<file path="src/rtl/mux_rr_arbiter.sv">
// Round-robin arbiter that shares one N:1 valid/ready channel between N_REQ requesters.
// A grant is held until the requester's last beat or MAX_HOLD beats, then priority rotates.
module mux_rr_arbiter #(
   parameter int N_REQ    = 4,
   parameter int DATA_W   = 8,
   parameter int MAX_HOLD = 4,
   localparam int SEL_W   = $clog2(N_REQ)
) (
   input  logic                      clk,
   input  logic                      rst_n,
   input  logic [N_REQ-1:0]          Req_Valid,
   input  logic [N_REQ*DATA_W-1:0]   Req_Data,
   input  logic [N_REQ-1:0]          Req_Last,
   output logic [N_REQ-1:0]          Req_Ready,
   output logic                      Out_Valid,
   output logic [DATA_W-1:0]         Out_Data,
   output logic                      Out_Last,
   input  logic                      Out_Ready,
   output logic [N_REQ-1:0]          Grant,
   output logic [SEL_W-1:0]          Sel,
   output logic                      Busy
);

   localparam int CNT_W = (MAX_HOLD > 1) ? $clog2(MAX_HOLD) : 1;
   localparam logic [SEL_W-1:0] LAST_IDX = SEL_W'(N_REQ - 1);
   localparam logic [CNT_W-1:0] CNT_LIM  = CNT_W'(MAX_HOLD - 1);

   typedef enum logic {IDLE, HOLD} state_t;

   state_t             state_q, state_d;
   logic [N_REQ-1:0]   grant_q, grant_d;
   logic [SEL_W-1:0]   sel_q, sel_d;
   logic [SEL_W-1:0]   ptr_q, ptr_d;
   logic [CNT_W-1:0]   cnt_q, cnt_d;

   logic               found;
   logic [SEL_W-1:0]   win;
   logic               sel_valid;
   logic [DATA_W-1:0]  sel_data;
   logic               sel_last;
   logic               beat;
   logic               release_now;

   // Reverse scan so the requester closest to ptr_q is the last assignment and wins.
   always_comb begin
      int idx;
      logic [SEL_W-1:0] cand;
      found = 1'b0;
      win   = ptr_q;
      idx   = 0;
      cand  = '0;
      for (int k = N_REQ - 1; k >= 0; k--) begin
         idx = int'(ptr_q) + k;
         if (idx >= N_REQ) idx = idx - N_REQ;
         cand = SEL_W'(idx);
         if (Req_Valid[cand]) begin
            found = 1'b1;
            win   = cand;
         end
      end
   end

   always_comb begin
      sel_valid = 1'b0;
      sel_data  = '0;
      sel_last  = 1'b0;
      for (int i = 0; i < N_REQ; i++) begin
         if (sel_q == SEL_W'(i)) begin
            sel_valid = Req_Valid[i];
            sel_data  = Req_Data[i*DATA_W +: DATA_W];
            sel_last  = Req_Last[i];
         end
      end
   end

   assign beat        = (state_q == HOLD) && sel_valid && Out_Ready;
   assign release_now = beat && (sel_last || (cnt_q == CNT_LIM));

   always_ff @(posedge clk) begin
      if (!rst_n) begin
         state_q <= IDLE;
         grant_q <= '0;
         sel_q   <= '0;
         ptr_q   <= '0;
         cnt_q   <= '0;
      end else begin
         state_q <= state_d;
         grant_q <= grant_d;
         sel_q   <= sel_d;
         ptr_q   <= ptr_d;
         cnt_q   <= cnt_d;
      end
   end

   // Sel is deliberately left unchanged on release; only Grant/Busy drop.
   always_comb begin
      state_d = state_q;
      grant_d = grant_q;
      sel_d   = sel_q;
      ptr_d   = ptr_q;
      cnt_d   = cnt_q;
      case (state_q)
         IDLE: begin
            if (found) begin
               grant_d      = '0;
               grant_d[win] = 1'b1;
               sel_d        = win;
               cnt_d        = '0;
               state_d      = HOLD;
            end
         end
         HOLD: begin
            if (release_now) begin
               grant_d = '0;
               ptr_d   = (sel_q == LAST_IDX) ? '0 : sel_q + 1'b1;
               cnt_d   = '0;
               state_d = IDLE;
            end else if (beat) begin
               cnt_d = cnt_q + 1'b1;
            end
         end
         default: state_d = IDLE;
      endcase
   end

   always_comb begin
      Out_Valid = 1'b0;
      Out_Data  = '0;
      Out_Last  = 1'b0;
      Req_Ready = '0;
      if (state_q == HOLD) begin
         Out_Valid = sel_valid;
         Out_Data  = sel_data;
         Out_Last  = sel_last & sel_valid;
         for (int i = 0; i < N_REQ; i++) begin
            Req_Ready[i] = (sel_q == SEL_W'(i)) & Out_Ready;
         end
      end
   end

   assign Grant = grant_q;
   assign Sel   = sel_q;
   assign Busy  = (state_q == HOLD);

endmodule

</file>
<file path="config.mk">
export PLATFORM = sky130hd
export DESIGN_NAME = mux_rr_arbiter
export DESIGN_NICKNAME = d
export VERILOG_FILES = /design/src/rtl/mux_rr_arbiter.sv
export SDC_FILE = /design/constraint.sdc
export NUM_CORES = 1
export LEC_CHECK = 0
export ABC_AREA = 1
export CORE_MARGIN = 3
export CORE_UTILIZATION = 25
export DETAILED_ROUTE_END_ITERATION = 10
export PLACE_DENSITY = 0.57
export SYNTH_ARGS = -nofsm -noshare
export SYNTH_HDL_FRONTEND = slang
export SYNTH_SLANG_ARGS = --single-unit
export TNS_END_PERCENT = 50
</file>
<file path="constraint.sdc">
create_clock -name clk -period 2 [get_ports clk]
set_input_delay 0.5 -clock clk [delete_from_list [all_inputs] [get_ports clk]]
set_output_delay 0.5 -clock clk [all_outputs]
set_load 0.02 [all_outputs]
</file>
Yosys cells after proc, flatten, opt, wreduce, memory -nomap -nowiden

Index checks and enable logic that the tools add are counted.

Register bits: 11
Bits in latches: 0
Bits in writable memories: 0
ROM bits: 0
Input port bits: 43
Output and inout bits: 21
Memories: 0

$add $sub $neg: 9
$mul: 0
Div/mod/pow operators: 0
$lt $le $gt $ge: 10
Eq/ne operators: 7
Shift-type cells: 0
Muxes and demuxes: 49
Bitwise operators: 6
Reduce and logical (&&, ||, !) cells: 10

Operator list:

| cell                | number |
|---|---|
| $mux 8              | 5 |
| $mux 2              | 12 |
| $mux 1              | 21 |
| $lt 2x3->1 const B  | 5 |
| $mux 4              | 3 |
| $ge 3x3->1 const B  | 3 |
| $bmux 1 s2          | 4 |
| $pmux 4 s2          | 1 |
| $reduce_and 2->1    | 4 |
| $sub 2x1->2 const B | 4 |
| $add 2x2->3 const B | 2 |
| $eq 2x2->1 const B  | 3 |
| $and 1x1->1         | 5 |
| $add 2x1->2 const B | 2 |
| $logic_and 1x1->1   | 4 |
| $pmux 2 s2          | 1 |
| $add 2x1->3 const B | 1 |
| $ge 2x3->1 const B  | 1 |
| $ne 3x1->1 const B  | 1 |
| $demux 1 s2         | 1 |
| $eq 2x1->1 const B  | 1 |
| $ge 2x1->1 const B  | 1 |
| $logic_not 2->1     | 1 |
| $ne 2x1->1 const B  | 1 |
| other kinds (4)     | 4 |

Longest topological paths before layout

Depth after elaboration: 15
Gate-level depth with buffers: 13
Gate-level depth less buffers: 12

Worst setup path after synthesis

No wires, ideal clock.

Kind: register to output
From: register sel_q[0] (netlist: Sel[0])
To: output Out_Data[0]
Arrival: 1683 ps
Data required time: 1500 ps
Slack: -183 ps
Cell stages (with the launch flop): 7
Buffers on the path: 1
Path through: dfxtp_1 -> inv_1 -> ha_1 -> inv_1 -> clkbuf_1 -> o21ai_0 -> a21oi_1

Cells in the longest elaborated chain, start to end: 6
Elaborated cells between the ends (all ways): 9
Classes of those cells: eq/ne (3); mux (5); reduce/logical (1)

Ends and longest elaborated chain:

| element                | line | source |
|---|---|---|
| start, declared        | 32   | `logic [SEL_W-1:0] sel_q, sel_d;` |
| start signal, assigned | 89   | `sel_q <= sel_d;` |
| $logic_not 2->1        | 68   | `if (sel_q == SEL_W'(i)) begin` |
| $mux 8 (3 in a row)    | 68   |  |
| $mux 8 *               | 68   |  |
| $mux 8 *               | 131  | `if (state_q == HOLD) begin` |
| end, declared          | 16   | `output logic [DATA_W-1:0] Out_Data,` |

Mark *: on every way between the ends. The rest lies on a longest branch, timed or not.

Worst setup path in the final report

Same ends and word-level chain as after synthesis.

==> impl_metrics.ini <==
[floorplan]
die_h_um = 74.9
core_area_sq_um = 4470
rows = 24
initial_utilization_pct = 26.5
design.portCount = 64
die-width_um = 74.9
die_area_sq_um = 5610

[cells_and_area]
final_layout_size_suffix_gt1_share_pct = 43.4
final_common_cell = sky130_fd_sc_hd__clkdlybuf4s50_1
layout_cells_excl_fill = 347
mostFrequentLayoutCells = sky130_fd_sc_hd__clkdlybuf4s50_1 (42), sky130_fd_sc_hd__nand2_1 (34), sky130_fd_sc_hd__buf_4 (33)
fillerInstances = 421
final_area_sq_um = 2460
count_of_antenna_diodes_in_the_layout = 0
nets = 344
area_delta_synth_final_pct = 108

[setup_path]
cp_data_required_time_ns = 1.50
critPathKind = register to output pin
crit_buf_inv = 4
worst_path_dominant_cell_family = buffers and inverters
path_depth = 7
critical_path.max_stage_delay_ns = 0.39
worstRegToRegCells = 11
reg2reg_to = ptr_q[1]$_SDFFE_PN0P_
critical_path_fanouts_max = 8
r2r_start = Sel[0]$_SDFFE_PN0P_
worst_setup_path_end_kind = output pin
critical_path.cell_chain = buf_6 > ha_4 > buf_4 > inv_4 > o21ai_0 > a21oi_4 > buf_6
critPathArrivalTime_ns = 1.57
startpoint_type = register
crit_top_cell = sky130_fd_sc_hd__buf_6
critical_path.slowest_cell = sky130_fd_sc_hd__dfxtp_4
setup.reg_to_reg.worst_slack_ns = 0.17

[route]
route.detailed.vias_per_inst = 4.77
final_routed_wirelength_across_all_metal_layers_mm = 4.47
dr.first_iter.drc_count = 43
routedWlPerCell_um = 12.9
detail-route-antenna-nets = 0
post-route-drc-count = 0
num_vias = 1655
drt-pass1-iter-count = 4

[status]
violated_checks = negative setup slack
outcome = finished with violations

[timing]
fmaxAchievable_ghz = 0.484
max-slew-margin-rel_pct = 76.3
timing.final.ws_setup_ns = -0.0666
finalCritPeriodShare_pct = 103
final.min_clock_period_ns = 2.07
rsz0062_at_grt = true
finalSetupViolCount = 9
setup_tns_final_ns = -0.474
hold_violations = 0
finalMaxSlewViolations = 0
fin_worst_skew_ns = 0.000802
max_slew.worst_pin.slew_ns = 0.352

[grt]
grt_overflow = 0
groute.usage.overall_pct = 14.8
grt_antenna_before_repair = 0
grt_pass1_vias = 1359
pin_count_of_the_biggest_net_entering_global_routing = 18
grt_pass1_wl_mm = 6.39

[hold_path]
hold_path_end = Grant[0]$_SDFFE_PN0P_
hp-start = Grant[0]$_SDFFE_PN0P_
hold_path_depth = 2
worstHoldPathType = register to register

[yosys]
cell_type_contributing_the_most_total_cell_area_after_synthesis = sky130_fd_sc_hd__dfxtp_1
synth_area_sq_um = 1190
yosys.area.top_type_share_pct = 18.6
synthDistinctLibCells = 26
synth.ff_latch_count = 11
synthesis.yosys.warnings = 0
netlist_top_cells_area = sky130_fd_sc_hd__dfxtp_1 (19%), sky130_fd_sc_hd__a21oi_1 (12%), sky130_fd_sc_hd__o21ai_0 (12%)
syn_avg_cell_area_sq_um = 6.18
synth_sequential_area_ratio_pct = 18.6
instance_count_of_the_mapped_netlist = 192
mappedNetlistNets = 240

[place]
place_inst = 328
detailedPlace.worstSlack_ns = -0.652
place_congestion = 0.819
dpl.hpwl_mm = 3.24
port-buffer-count = 63
detailed_place.area_sq_um = 2110

[clock_tree]
clock-root-buffer = sky130_fd_sc_hd__clkbuf_8
cts_buffer_depth = 2
tritoncts_num_sinks = 11
cts_htree_levels = 1
cts-buffers-inserted = 3
cts_hold_buf = 0
cts.clk_slew.worst_paths_ns = 0.05
cts_tree = built
clock_insertion_delay_at_the_later_pin_of_the_skew_report_ns = 0.24

[power_and_ir_drop]
powerDensity_nw_per_um2 = 557
static-leakage-power_nw = 1.10
peakVddDrop_v = 0.000414
design_power_total_w = 0.00137

[job]
drv.max_cap_violation_count = 0
==> report_power, final <==
group / leakage [nW] / internal [W] / switching [W]
Sequential: 0.0911 / 0.000241 / 0.0000189
Clock: 0.0228 / 0.000140 / 0.0000881
Combinational: 0.984 / 0.000449 / 0.000434
==> repair_timing <==
action | in CTS | in global routing
buffers inserted | 7 | 7
hold endpoints to repair | 0 | 0
pin swaps | 19 | 15
endpoints found under the setup margin | 19 | 19
gates resized for setup | 126 | 34
gates cloned | 2 | 0
==> synthesized netlist by cell type, drive strengths merged <==
library cell   n
inv           21
nor2          17
a21oi         30
clkbuf         3
o22ai          1
ha             5
nand2         47
o21ai         34
nand4          2
dfxtp         11
a21boi         1
a21o           1
nand3         13
nand3b         1
buf            5
==> cell families (layout without fill, tap and decap cells) <==
kind of cell	Yosys count	count (layout)	share of synthesized area [%]
AO/OA/AOI/OAI	67	67	31.6
flip-flops	11	11	18.6
AND/OR/NAND/NOR	80	80	31.9
buffers and inverters	29	132	12.7
adder cells (fa/ha/maj)	5	5	5.27
==> sequential cells by signal, summed over array words and instances, names as in the netlist <==
register and count:
cnt_q 2, Sel 2, Busy 1, ptr_q 2
Grant 4
==> worst max-delay path by stage <==
stage,startpoint,endpoint,slack (ns)
6_report,Sel[0]$_SDFFE_PN0P_,Out_Data[0],-0.07
5_1_grt,Sel[0]$_SDFFE_PN0P_,Out_Data[4],-0.12
3_5_place_dp,Req_Data[10],Out_Data[2],-0.65
2_1_floorplan,Sel[0]$_SDFFE_PN0P_,Out_Data[0],-0.002
4_1_cts,Sel[0]$_SDFFE_PN0P_,Out_Data[0],-0.06
3_3_place_gp,Req_Data[0],Out_Data[0],-0.67
==> metrics by stage <==
step / hold slack (ns) / utilization (%)
6_report: 0.486 / 55.0
5_1_grt: 0.516 / 55.0
4_1_cts: 0.492 / 51.6
3_5_place_dp: 0.475 / 47.1
3_3_place_gp: 0.477 / 47.1
2_1_floorplan: 0.493 / -
==> routing by layer <==
metal / part of all wire [%] / routed length, um / global-route usage, %
met1: 45 / 2010 / 19.0
met2: 45 / 2020 / 24.9
met3: 8.7 / 389 / 3.07
met4: 0.99 / 44 / 4.15
met5: 0 / 0 / 0
==> worst register-to-register path, stage by stage (launching register included) <==
cell                      delay (ns)
sky130_fd_sc_hd__dfxtp_4        0.37
sky130_fd_sc_hd__buf_6          0.12
sky130_fd_sc_hd__ha_4           0.17
sky130_fd_sc_hd__buf_4          0.14
sky130_fd_sc_hd__a21oi_2        0.13
sky130_fd_sc_hd__nand2_2        0.09
sky130_fd_sc_hd__buf_4          0.15
sky130_fd_sc_hd__nor2_2         0.10
sky130_fd_sc_hd__nand2_2        0.10
sky130_fd_sc_hd__buf_4          0.15
sky130_fd_sc_hd__buf_4          0.12
sky130_fd_sc_hd__a21oi_2        0.11
==> final cells by class <==
type	instances	area (sq um)	share of cell area [%]
multi-input combinational	152	1010	41.2
timing repair buffer	106	1000	40.7
sequential	11	225	9.15
inverter	21	104	4.22
tap	52	65.1	2.64
clock buffer	4	45.0	1.83
timing repair inverter	1	7.51	0.305
(Power assumes the default switching activity.)
